### config.mk
export PLATFORM = sky130hd
export DESIGN_NAME = multi_port_bram_arbiter_flat
export DESIGN_NICKNAME = d
export VERILOG_FILES = /design/src/rtl/multi_port_bram_arbiter_if.sv /design/src/rtl/multi_port_bram_arbiter.sv /design/src/flat_wrapper.sv
export SDC_FILE = /design/constraint.sdc
export NUM_CORES = 1
export LEC_CHECK = 0
export ABC_AREA = 1
export CAP_MARGIN = 25
export CORE_AREA = 2 2 123 125
export CTS_CLUSTER_DIAMETER = 50
export DETAILED_ROUTE_END_ITERATION = 10
export DIE_AREA = 0 0 125 127
export SLEW_MARGIN = 20
export SYNTH_ARGS = -nofsm -noshare
export SYNTH_HDL_FRONTEND = slang
export SYNTH_SLANG_ARGS = --single-unit
### constraint.sdc
create_clock -name clk_i -period 2.8 [get_ports clk_i]
set_input_delay 0.84 -clock clk_i [delete_from_list [all_inputs] [get_ports clk_i]]
set_output_delay 0.84 -clock clk_i [all_outputs]
set_load 0.01 [all_outputs]
### src/rtl/multi_port_bram_arbiter_if.sv
// multi_port_bram_arbiter_if: requester-side and memory-side bus of the BRAM port arbiter
//   req_*   per-port request slices (port i at slice i), req_ready one-hot grant
//   resp_*  one-hot response strobe plus shared response data/address
//   mem_*   single issued access toward the memory and its fixed-latency read data
//   protocol_err sticky flag raised when an expected memory response is missing
//   slave modport is the arbiter; master modport is the surrounding environment
interface multi_port_bram_arbiter_if #(
  parameter int NUM_PORTS    = 2,
  parameter int DATA_WIDTH   = 32,
  parameter int ADDRESS_BITS = 32
);
  logic [NUM_PORTS-1:0]                req_read;
  logic [NUM_PORTS-1:0]                req_write;
  logic [NUM_PORTS*DATA_WIDTH/8-1:0]   req_byte_en;
  logic [NUM_PORTS*ADDRESS_BITS-1:0]   req_address;
  logic [NUM_PORTS*DATA_WIDTH-1:0]     req_data;
  logic [NUM_PORTS-1:0]                req_ready;
  logic [NUM_PORTS-1:0]                resp_valid;
  logic [DATA_WIDTH-1:0]               resp_data;
  logic [ADDRESS_BITS-1:0]             resp_address;
  logic                                mem_ready;
  logic                                mem_read;
  logic                                mem_write;
  logic [DATA_WIDTH/8-1:0]             mem_byte_en;
  logic [ADDRESS_BITS-1:0]             mem_address;
  logic [DATA_WIDTH-1:0]               mem_data_out;
  logic [DATA_WIDTH-1:0]               mem_data_in;
  logic                                mem_valid;
  logic                                protocol_err;
  modport slave (
    input  req_read, req_write, req_byte_en, req_address, req_data,
    input  mem_ready, mem_data_in, mem_valid,
    output req_ready, resp_valid, resp_data, resp_address,
    output mem_read, mem_write, mem_byte_en, mem_address, mem_data_out,
    output protocol_err
  );
  modport master (
    output req_read, req_write, req_byte_en, req_address, req_data,
    output mem_ready, mem_data_in, mem_valid,
    input  req_ready, resp_valid, resp_data, resp_address,
    input  mem_read, mem_write, mem_byte_en, mem_address, mem_data_out,
    input  protocol_err
  );
endinterface

### src/rtl/multi_port_bram_arbiter.sv
// multi_port_bram_arbiter: round-robin sharing of one BRAM port among NUM_PORTS requesters
//   clk_i   system clock
//   rst_ni  synchronous active-low reset; all outputs forced to 0 while low
//   bus     arbiter side of multi_port_bram_arbiter_if (requests, responses, memory port)
module multi_port_bram_arbiter #(
  parameter int NUM_PORTS    = 2,
  parameter int DATA_WIDTH   = 32,
  parameter int ADDRESS_BITS = 32,
  parameter int READ_LATENCY = 1
) (
  input logic                      clk_i,
  input logic                      rst_ni,
  multi_port_bram_arbiter_if.slave bus
);
  localparam int IW = (NUM_PORTS > 1) ? $clog2(NUM_PORTS) : 1;
  localparam int BW = DATA_WIDTH / 8;
  localparam int L  = READ_LATENCY;
  logic [NUM_PORTS-1:0]           active;
  logic                           gnt_found;
  logic                           gnt;
  logic [IW-1:0]                  cand;
  logic [IW-1:0]                  gnt_idx;
  logic [IW-1:0]                  last_grant_q;
  logic [IW-1:0]                  last_grant_d;
  logic [L-1:0]                   tag_v_q;
  logic [L-1:0]                   tag_w_q;
  logic [L-1:0][IW-1:0]           tag_p_q;
  logic [L-1:0][ADDRESS_BITS-1:0] tag_a_q;
  logic                           err_q;
  logic                           err_d;
  logic                           resp_v;
  assign active = bus.req_read | bus.req_write;
  // Scan from the farthest candidate back to last_grant+1 so the nearest active port wins.
  always_comb begin
    gnt_found = 1'b0;
    gnt_idx   = '0;
    cand      = '0;
    for (int k = NUM_PORTS; k >= 1; k--) begin
      cand = IW'((int'(last_grant_q) + k) % NUM_PORTS);
      if (active[cand]) begin
        gnt_found = 1'b1;
        gnt_idx   = cand;
      end
    end
  end
  assign gnt          = rst_ni & bus.mem_ready & gnt_found;
  assign last_grant_d = gnt ? gnt_idx : last_grant_q;
  assign resp_v       = rst_ni & tag_v_q[L-1];
  assign err_d        = err_q | (resp_v & ~bus.mem_valid);
  // Tag pipeline advances every cycle; its tail lines up with mem_data_in for that access.
  always_ff @(posedge clk_i) begin
    if (!rst_ni) begin
      tag_v_q      <= '0;
      tag_w_q      <= '0;
      tag_p_q      <= '0;
      tag_a_q      <= '0;
      last_grant_q <= IW'(NUM_PORTS - 1);
      err_q        <= 1'b0;
    end else begin
      tag_v_q[0]   <= gnt;
      tag_w_q[0]   <= bus.req_write[gnt_idx];
      tag_p_q[0]   <= gnt_idx;
      tag_a_q[0]   <= bus.req_address[gnt_idx*ADDRESS_BITS +: ADDRESS_BITS];
      for (int i = 1; i < L; i++) begin
        tag_v_q[i] <= tag_v_q[i-1];
        tag_w_q[i] <= tag_w_q[i-1];
        tag_p_q[i] <= tag_p_q[i-1];
        tag_a_q[i] <= tag_a_q[i-1];
      end
      last_grant_q <= last_grant_d;
      err_q        <= err_d;
    end
  end
  assign bus.req_ready    = gnt ? (NUM_PORTS'(1) << gnt_idx) : '0;
  assign bus.mem_write    = gnt & bus.req_write[gnt_idx];
  assign bus.mem_read     = gnt & bus.req_read[gnt_idx] & ~bus.req_write[gnt_idx];
  assign bus.mem_byte_en  = gnt ? bus.req_byte_en[gnt_idx*BW +: BW] : '0;
  assign bus.mem_address  = gnt ? bus.req_address[gnt_idx*ADDRESS_BITS +: ADDRESS_BITS] : '0;
  assign bus.mem_data_out = gnt ? bus.req_data[gnt_idx*DATA_WIDTH +: DATA_WIDTH] : '0;
  assign bus.resp_valid   = resp_v ? (NUM_PORTS'(1) << tag_p_q[L-1]) : '0;
  assign bus.resp_address = resp_v ? tag_a_q[L-1] : '0;
  // Write acknowledgements carry no data.
  assign bus.resp_data    = (resp_v & ~tag_w_q[L-1]) ? bus.mem_data_in : '0;
  assign bus.protocol_err = rst_ni & err_q;
endmodule

### src/flat_wrapper.sv
// flat-port wrapper written by rule: the top's interface ports become plain ports
module multi_port_bram_arbiter_flat 
#(
  parameter int NUM_PORTS    = 2,
  parameter int DATA_WIDTH   = 32,
  parameter int ADDRESS_BITS = 32,
  parameter int READ_LATENCY = 1
)
  (clk_i, rst_ni, bus_req_read, bus_req_write, bus_req_byte_en, bus_req_address, bus_req_data, bus_mem_ready, bus_mem_data_in, bus_mem_valid, bus_req_ready, bus_resp_valid, bus_resp_data, bus_resp_address, bus_mem_read, bus_mem_write, bus_mem_byte_en, bus_mem_address, bus_mem_data_out, bus_protocol_err);
  multi_port_bram_arbiter_if #(.NUM_PORTS(NUM_PORTS), .DATA_WIDTH(DATA_WIDTH), .ADDRESS_BITS(ADDRESS_BITS)) bus_i ();
  input logic clk_i;
  input logic rst_ni;
  input wire logic [$bits(bus_i.req_read)-1:0] bus_req_read;
  input wire logic [$bits(bus_i.req_write)-1:0] bus_req_write;
  input wire logic [$bits(bus_i.req_byte_en)-1:0] bus_req_byte_en;
  input wire logic [$bits(bus_i.req_address)-1:0] bus_req_address;
  input wire logic [$bits(bus_i.req_data)-1:0] bus_req_data;
  input wire logic [$bits(bus_i.mem_ready)-1:0] bus_mem_ready;
  input wire logic [$bits(bus_i.mem_data_in)-1:0] bus_mem_data_in;
  input wire logic [$bits(bus_i.mem_valid)-1:0] bus_mem_valid;
  output wire logic [$bits(bus_i.req_ready)-1:0] bus_req_ready;
  output wire logic [$bits(bus_i.resp_valid)-1:0] bus_resp_valid;
  output wire logic [$bits(bus_i.resp_data)-1:0] bus_resp_data;
  output wire logic [$bits(bus_i.resp_address)-1:0] bus_resp_address;
  output wire logic [$bits(bus_i.mem_read)-1:0] bus_mem_read;
  output wire logic [$bits(bus_i.mem_write)-1:0] bus_mem_write;
  output wire logic [$bits(bus_i.mem_byte_en)-1:0] bus_mem_byte_en;
  output wire logic [$bits(bus_i.mem_address)-1:0] bus_mem_address;
  output wire logic [$bits(bus_i.mem_data_out)-1:0] bus_mem_data_out;
  output wire logic [$bits(bus_i.protocol_err)-1:0] bus_protocol_err;
  assign bus_i.req_read = bus_req_read;
  assign bus_i.req_write = bus_req_write;
  assign bus_i.req_byte_en = bus_req_byte_en;
  assign bus_i.req_address = bus_req_address;
  assign bus_i.req_data = bus_req_data;
  assign bus_i.mem_ready = bus_mem_ready;
  assign bus_i.mem_data_in = bus_mem_data_in;
  assign bus_i.mem_valid = bus_mem_valid;
  assign bus_req_ready = bus_i.req_ready;
  assign bus_resp_valid = bus_i.resp_valid;
  assign bus_resp_data = bus_i.resp_data;
  assign bus_resp_address = bus_i.resp_address;
  assign bus_mem_read = bus_i.mem_read;
  assign bus_mem_write = bus_i.mem_write;
  assign bus_mem_byte_en = bus_i.mem_byte_en;
  assign bus_mem_address = bus_i.mem_address;
  assign bus_mem_data_out = bus_i.mem_data_out;
  assign bus_protocol_err = bus_i.protocol_err;
  multi_port_bram_arbiter #(.NUM_PORTS(NUM_PORTS), .DATA_WIDTH(DATA_WIDTH), .ADDRESS_BITS(ADDRESS_BITS), .READ_LATENCY(READ_LATENCY)) u_core (.clk_i(clk_i), .rst_ni(rst_ni), .bus(bus_i));
endmodule
==> impl_metrics.json <==
{
  "status": "complete, but fails checks",
  "violations": "negative setup slack",
  "synthTopCellsByCount": "nand2_1, inv_1, a21oi_1",
  "synth_edf_count": 0,
  "ctsLongestPathBuffers": 2,
  "clkLatencyLatePin_ns": 0.28,
  "grt_busiest_layer": "met2",
  "ys_seq_area_frac": 0.2870,
  "grt_pass1_wl_um": 22490,
  "ir_drop_v": 0.0002417,
  "dpl.cell_count": 1002,
  "yosysTopAreaCellShare": 0.2870,
  "cts_sinks": 37,
  "num_antenna_cells": 0,
  "viasPerCell": 4.152,
  "cts-htree-levels": 2,
  "layout_setup_ws_ns": -0.09188,
  "io_pins": 315,
  "fin_nets": 1038,
  "period_minus_slack_ns": 2.892,
  "slew_viol_final": 0,
  "fin_total_pwr_w": 0.002217,
  "crit_fanout": 6,
  "first_pass_iters": 6,
  "cts_tree": "built",
  "fin_crit_sh": 1.033,
  "synth_cell_types": 21,
  "tns_ns": -1.224,
  "route.detailed.drc": 0,
  "dp_hpwl_um": 10220,
  "rsz0062_at_grt": "yes",
  "yosysMostFrequentCell": "nand2_1",
  "start_util": 0.1790,
  "drv_cap": 0,
  "async_flop_share": 0,
  "netlist_top_cells_area": "dfxtp_1, nand2_1, a21oi_1",
  "stdcell_count": 1047,
  "yosysTopAreaCell": "dfxtp_1",
  "path_clk_slew_ns": 0.06,
  "wl_per_cell_um": 14.74,
  "gp_congestion": 0.7901,
  "crit_type": "in2out",
  "antenna_found_initial": 0,
  "cellLeakagePower_nw": 3.772,
  "hold_viol_final": 0,
  "die_height_um": 127,
  "cp_data_required_time_ns": 1.96,
  "register_area_um2": 740.7,
  "synth.avg_cell_area_um2": 5.575,
  "io_buffers": 314,
  "core-area_um2": 14420,
  "syn_inst": 463,
  "grtUsageMet3": 0.05025,
  "multi_input_area_um2": 1838,
  "grtUsageMet1": 0.1857,
  "nFillCells": 1444,
  "area_delta_synth_final_pct": 178.2,
  "synth_area_um2": 2581,
  "root_buffer": "clkbuf_16",
  "finalSetupViolCount": 45,
  "cts_buffers": 5,
  "die_w_um": 125,
  "end_kind": "primary output",
  "fmax_ghz": 0.3458,
  "power_density_nw_per_um2": 308.7,
  "path_cells": "buf_8, buf_6, o21ai_4, nand2_4, nor2_8, buf_12, buf_12, buf_6, nand2_4, nand2_1, buf_2",
  "met2_usage": 0.3539,
  "dieArea_um2": 15880,
  "startpoint_type": "input pin",
  "wl_um": 15440,
  "dpl_worst_slack_ns": -0.8599,
  "utilization": 0.4979,
  "maxSlewHeadroom": 0.8089,
  "drt_iter0_markers": 120,
  "synth_ff_type": "dfxtp_1",
  "tightest_slew_ns": 0.2867,
  "arrival_ns": 2.05,
  "skew_ns": 0.005244,
  "grt_overflow": 0,
  "cp_slowest_stage_delay_ns": 0.16,
  "syn-num-nets": 639,
  "ys_seq_elements": 37,
  "num_vias": 4347,
  "cpMaxStageDelayCell": "o21ai_4",
  "ant_nets": 0,
  "drive_above_1_share": 0.3975,
  "ys_warn_count": 0,
  "rows": 44,
  "grt.total_usage": 0.1789,
  "grt_pass1_vias": 4300,
  "hold_path.class": "reg2reg",
  "grt_max_degree": 35
}
[worst paths after layout]
| check | slack [ns] | cells past startpoint | end | start |
|---|---|---|---|---|
| setup / recovery | -0.09 | 11 | bus_mem_byte_en[2] | bus_req_write[0] |
| setup reg to reg | 1.32 | 9 | u_core.tag_a_q[12] | u_core.last_grant_q |
| hold / removal | 0.47 | 2 | u_core.err_q | u_core.err_q |
| hold reg to reg | 0.47 | 2 | u_core.err_q | u_core.err_q |
[flip-flops by register name, indices dropped and copies added (netlist names)]
name                 count
u_core.tag_a_q          32
u_core.err_q             1
u_core.last_grant_q      1
u_core.tag_p_q           1
u_core.tag_v_q           1
u_core.tag_w_q           1
[logic make-up (layout without fill, tap and decap cells)]
logic type / Yosys count / in the layout / share of synthesized area
AOI/OAI and AO/OA: 67 / 67 / 0.1314
buffers and inverters: 97 / 497 / 0.1663
DFF: 37 / 37 / 0.2870
and+or+nand+nor: 262 / 262 / 0.4154
[cells in the final DEF (no fill, tap or decap)]
cell type,instances
nand3_1,1
buf_4,63
nor2_1,54
clkinv_4,1
nor2_2,14
nand3_4,1
buf_16,11
inv_1,69
clkdlybuf4s50_1,170
buf_8,3
clkinv_2,1
clkbuf_2,1
nand2_2,50
nor2_8,1
clkbuf_16,8
buf_2,94
dfxtp_1,37
clkbuf_8,1
nand2_1,111
o21ai_0,1
inv_2,1
clkinv_1,1
o21ai_4,1
a21oi_2,25
clkdlybuf4s15_2,1
buf_12,17
or2_4,1
buf_6,19
dlygate4sd2_1,36
a21oi_1,40
nand2_4,21
nor2_4,8
[per-layer routing]
layer	vias to the layer above	wire, µm	share of wire
met5	-	0	0
met4	0	192	0.012
met3	16	1262	0.082
met2	212	8277	0.54
met1	1942	5704	0.37
li1	2177	-	-
[stage by stage]
step / cell area [µm²] / hold slack [ns]
2_1_floorplan: 2581 / 0.4233
3_3_place_gp: 6382 / 0.4397
3_5_place_dp: 6382 / 0.4500
4_1_cts: 6659 / 0.4665
5_1_grt: 7182 / 0.5005
6_report: 7182 / 0.4681
[worst max-delay path: cells and delay by family]
| family | cells | cell delay, ns |
|---|---|---|
| simple gates | 4 | 0.36 |
| buf+inv | 6 | 0.67 |
| compound gates | 1 | 0.16 |
[timing repair]
action | in CTS | in global routing
resized for setup | 517 | 131
pin swaps | 11 | 41
hold buffers | 0 | 0
endpoints found under the setup margin | 139 | 88
setup buffers | 16 | 10
cloned | 12 | 3
[area by class of cell]
cell class / instances / area share
Multi-Input combinational cell: 329 / 0.2559
Inverter: 71 / 0.03711
Clock inverter: 2 / 0.001916
Timing Repair Buffer: 418 / 0.5505
Clock buffer: 6 / 0.01934
Sequential cell: 37 / 0.1031
Tap cell: 184 / 0.03206
[report_power, final]
part / switching (W) / internal, W
clock network: 0.000245 / 0.000355
registers: 0.0000125 / 0.000572
logic: 0.000438 / 0.000595
Power figures use the tool's default switching activity.
==> RTL change: new RTL, same flow settings <==
`READ_LATENCY` is set to 1 in 2 places; all go to 2.
--- a/src/rtl/multi_port_bram_arbiter.sv
+++ b/src/rtl/multi_port_bram_arbiter.sv
@@ -7,5 +7,5 @@
   parameter int DATA_WIDTH   = 32,
   parameter int ADDRESS_BITS = 32,
-  parameter int READ_LATENCY = 1
+  parameter int READ_LATENCY = 2
 ) (
   input logic                      clk_i,
--- a/src/flat_wrapper.sv
+++ b/src/flat_wrapper.sv
@@ -5,5 +5,5 @@
   parameter int DATA_WIDTH   = 32,
   parameter int ADDRESS_BITS = 32,
-  parameter int READ_LATENCY = 1
+  parameter int READ_LATENCY = 2
 )
   (clk_i, rst_ni, bus_req_read, bus_req_write, bus_req_byte_en, bus_req_address, bus_req_data, bus_mem_ready, bus_mem_data_in, bus_mem_valid, bus_req_ready, bus_resp_valid, bus_resp_data, bus_resp_address, bus_mem_read, bus_mem_write, bus_mem_byte_en, bus_mem_address, bus_mem_data_out, bus_protocol_err);
Behaviour: not the same (Yosys sat finds a counterexample within 4 cycles, from zero or initial values and one cycle with rst_ni low).
==> RTL change against the original RTL <==
- synthesized area grew 41%
- cell area rose by 22%
- wire length rose by 3.8%
- critical endpoint is now bus_mem_address[23]
- sequential cell count rose by 35
- count of clock-buffer cells in the layout rose by 5
- power rose by 44%
- the flow still finishes with violations (negative setup slack)
- highest routed layer unchanged
- sequential share of layout area increased by 6.2 points
- worst setup slack worse by 0.028 ns
- non-clock buffer count is 28 higher
==> RTL change: results <==
[route]
vias = 4920
drtPass1Iterations = 4
wl_mm = 16.0
first_iter_violations = 104

[status]
failed_checks = "negative setup slack"
status = "finished with violations"

[sta]
relSlewSlack_pct = 83.4
clock_skew_ns = 0.00537
hold_slack_ns = 0.404
setup_viol = 51
layout_setup_ws_ns = -0.120

[final_layout]
fin_cells = 1188
largest_register_ffs = 64
drive_gt1_share_pct = 39.1

[placed_design]
dp.cells = 1126
pre_cts_ws_ns = -0.913
dp_hpwl_mm = 11.5
dpl-instance-area_sq_um = 7530
place.gp.congestion = 0.782

[worst_setup_path]
r2r_slack_ns = 1.21
critical_path_arrival_ns = 2.08

[power_and_ir_drop]
vdd_drop_max_mv = 0.387
cellPowerDensity_nw_per_um2 = 365
p_leak_nw = 4.64

[clocking]
clock_latency_ns = 0.33
cts_buffers = 9
ctsHtreeMaxLevel = 3

[grt]
grt_pass1_wl_mm = 24.4
grt_pass1_vias = 4951
grt_usage_pct = 19.2
grt_max_degree = 27

[logic_synthesis]
seq_area_frac_synth_pct = 39.6
ys_top_cells_by_area = "dfxtp_1 40%, nand2_1 22%, inv_1 11%"
synth_nets = 748
==> RTL change: layout make-up <==
type / count / share of cell area, %
multi-input combinational: 365 / 24.3
timing repair buffer: 446 / 48.8
inverter: 106 / 4.55
clock buffer: 11 / 2.78
clock inverter: 4 / 0.358
tap: 184 / 2.63
sequential: 72 / 16.5
==> RTL change: routing by layer <==
metal	wire length (um)	global-route usage, %	share of wire [%]	vias up
li1	-	-	-	2527
met1	5940	19.4	37	2156
met2	8670	37.8	54	215
met3	1060	4.65	6.6	22
met4	343	7.12	2.1	0
met5	0	0	0	-
==> RTL change: final timing paths <==
| path | end | cells after the start |
|---|---|---|
| setup / recovery | bus_mem_address[23] | 10 |
| hold / removal | u_core.tag_a_q[47] | 2 |
| hold reg to reg | u_core.tag_a_q[47] | 2 |
| setup reg to reg | u_core.tag_a_q[7] | 10 |
==> RTL change: repair_timing <==
| item | in CTS | in global routing |
|---|---|---|
| buffers inserted | 38 | 14 |
| endpoints found under the setup margin | 139 | 84 |
| cloned | 7 | 2 |
| pin swaps | 48 | 29 |
| gates resized for setup | 499 | 134 |
==> RTL change: report_power, final <==
group | internal, mW | switching [mW]
combinational | 0.610 | 0.425
clock | 0.621 | 0.418
sequential | 1.09 | 0.0173
==> RTL change: kinds of logic after synthesis <==
group,count (synthesis)
compound gates,66
buf+inv,135
flops,72
simple gates,299
==> RTL change: worst register-to-register path: stages, from the launching register on <==
cell and delay, ns:
dfxtp_1 0.41, o21ai_4 0.10, nand2_4 0.09, buf_6 0.12, buf_12 0.10, buf_8 0.11, buf_6 0.12, nand2_4 0.05
buf_4 0.12, buf_4 0.12, a21oi_1 0.16
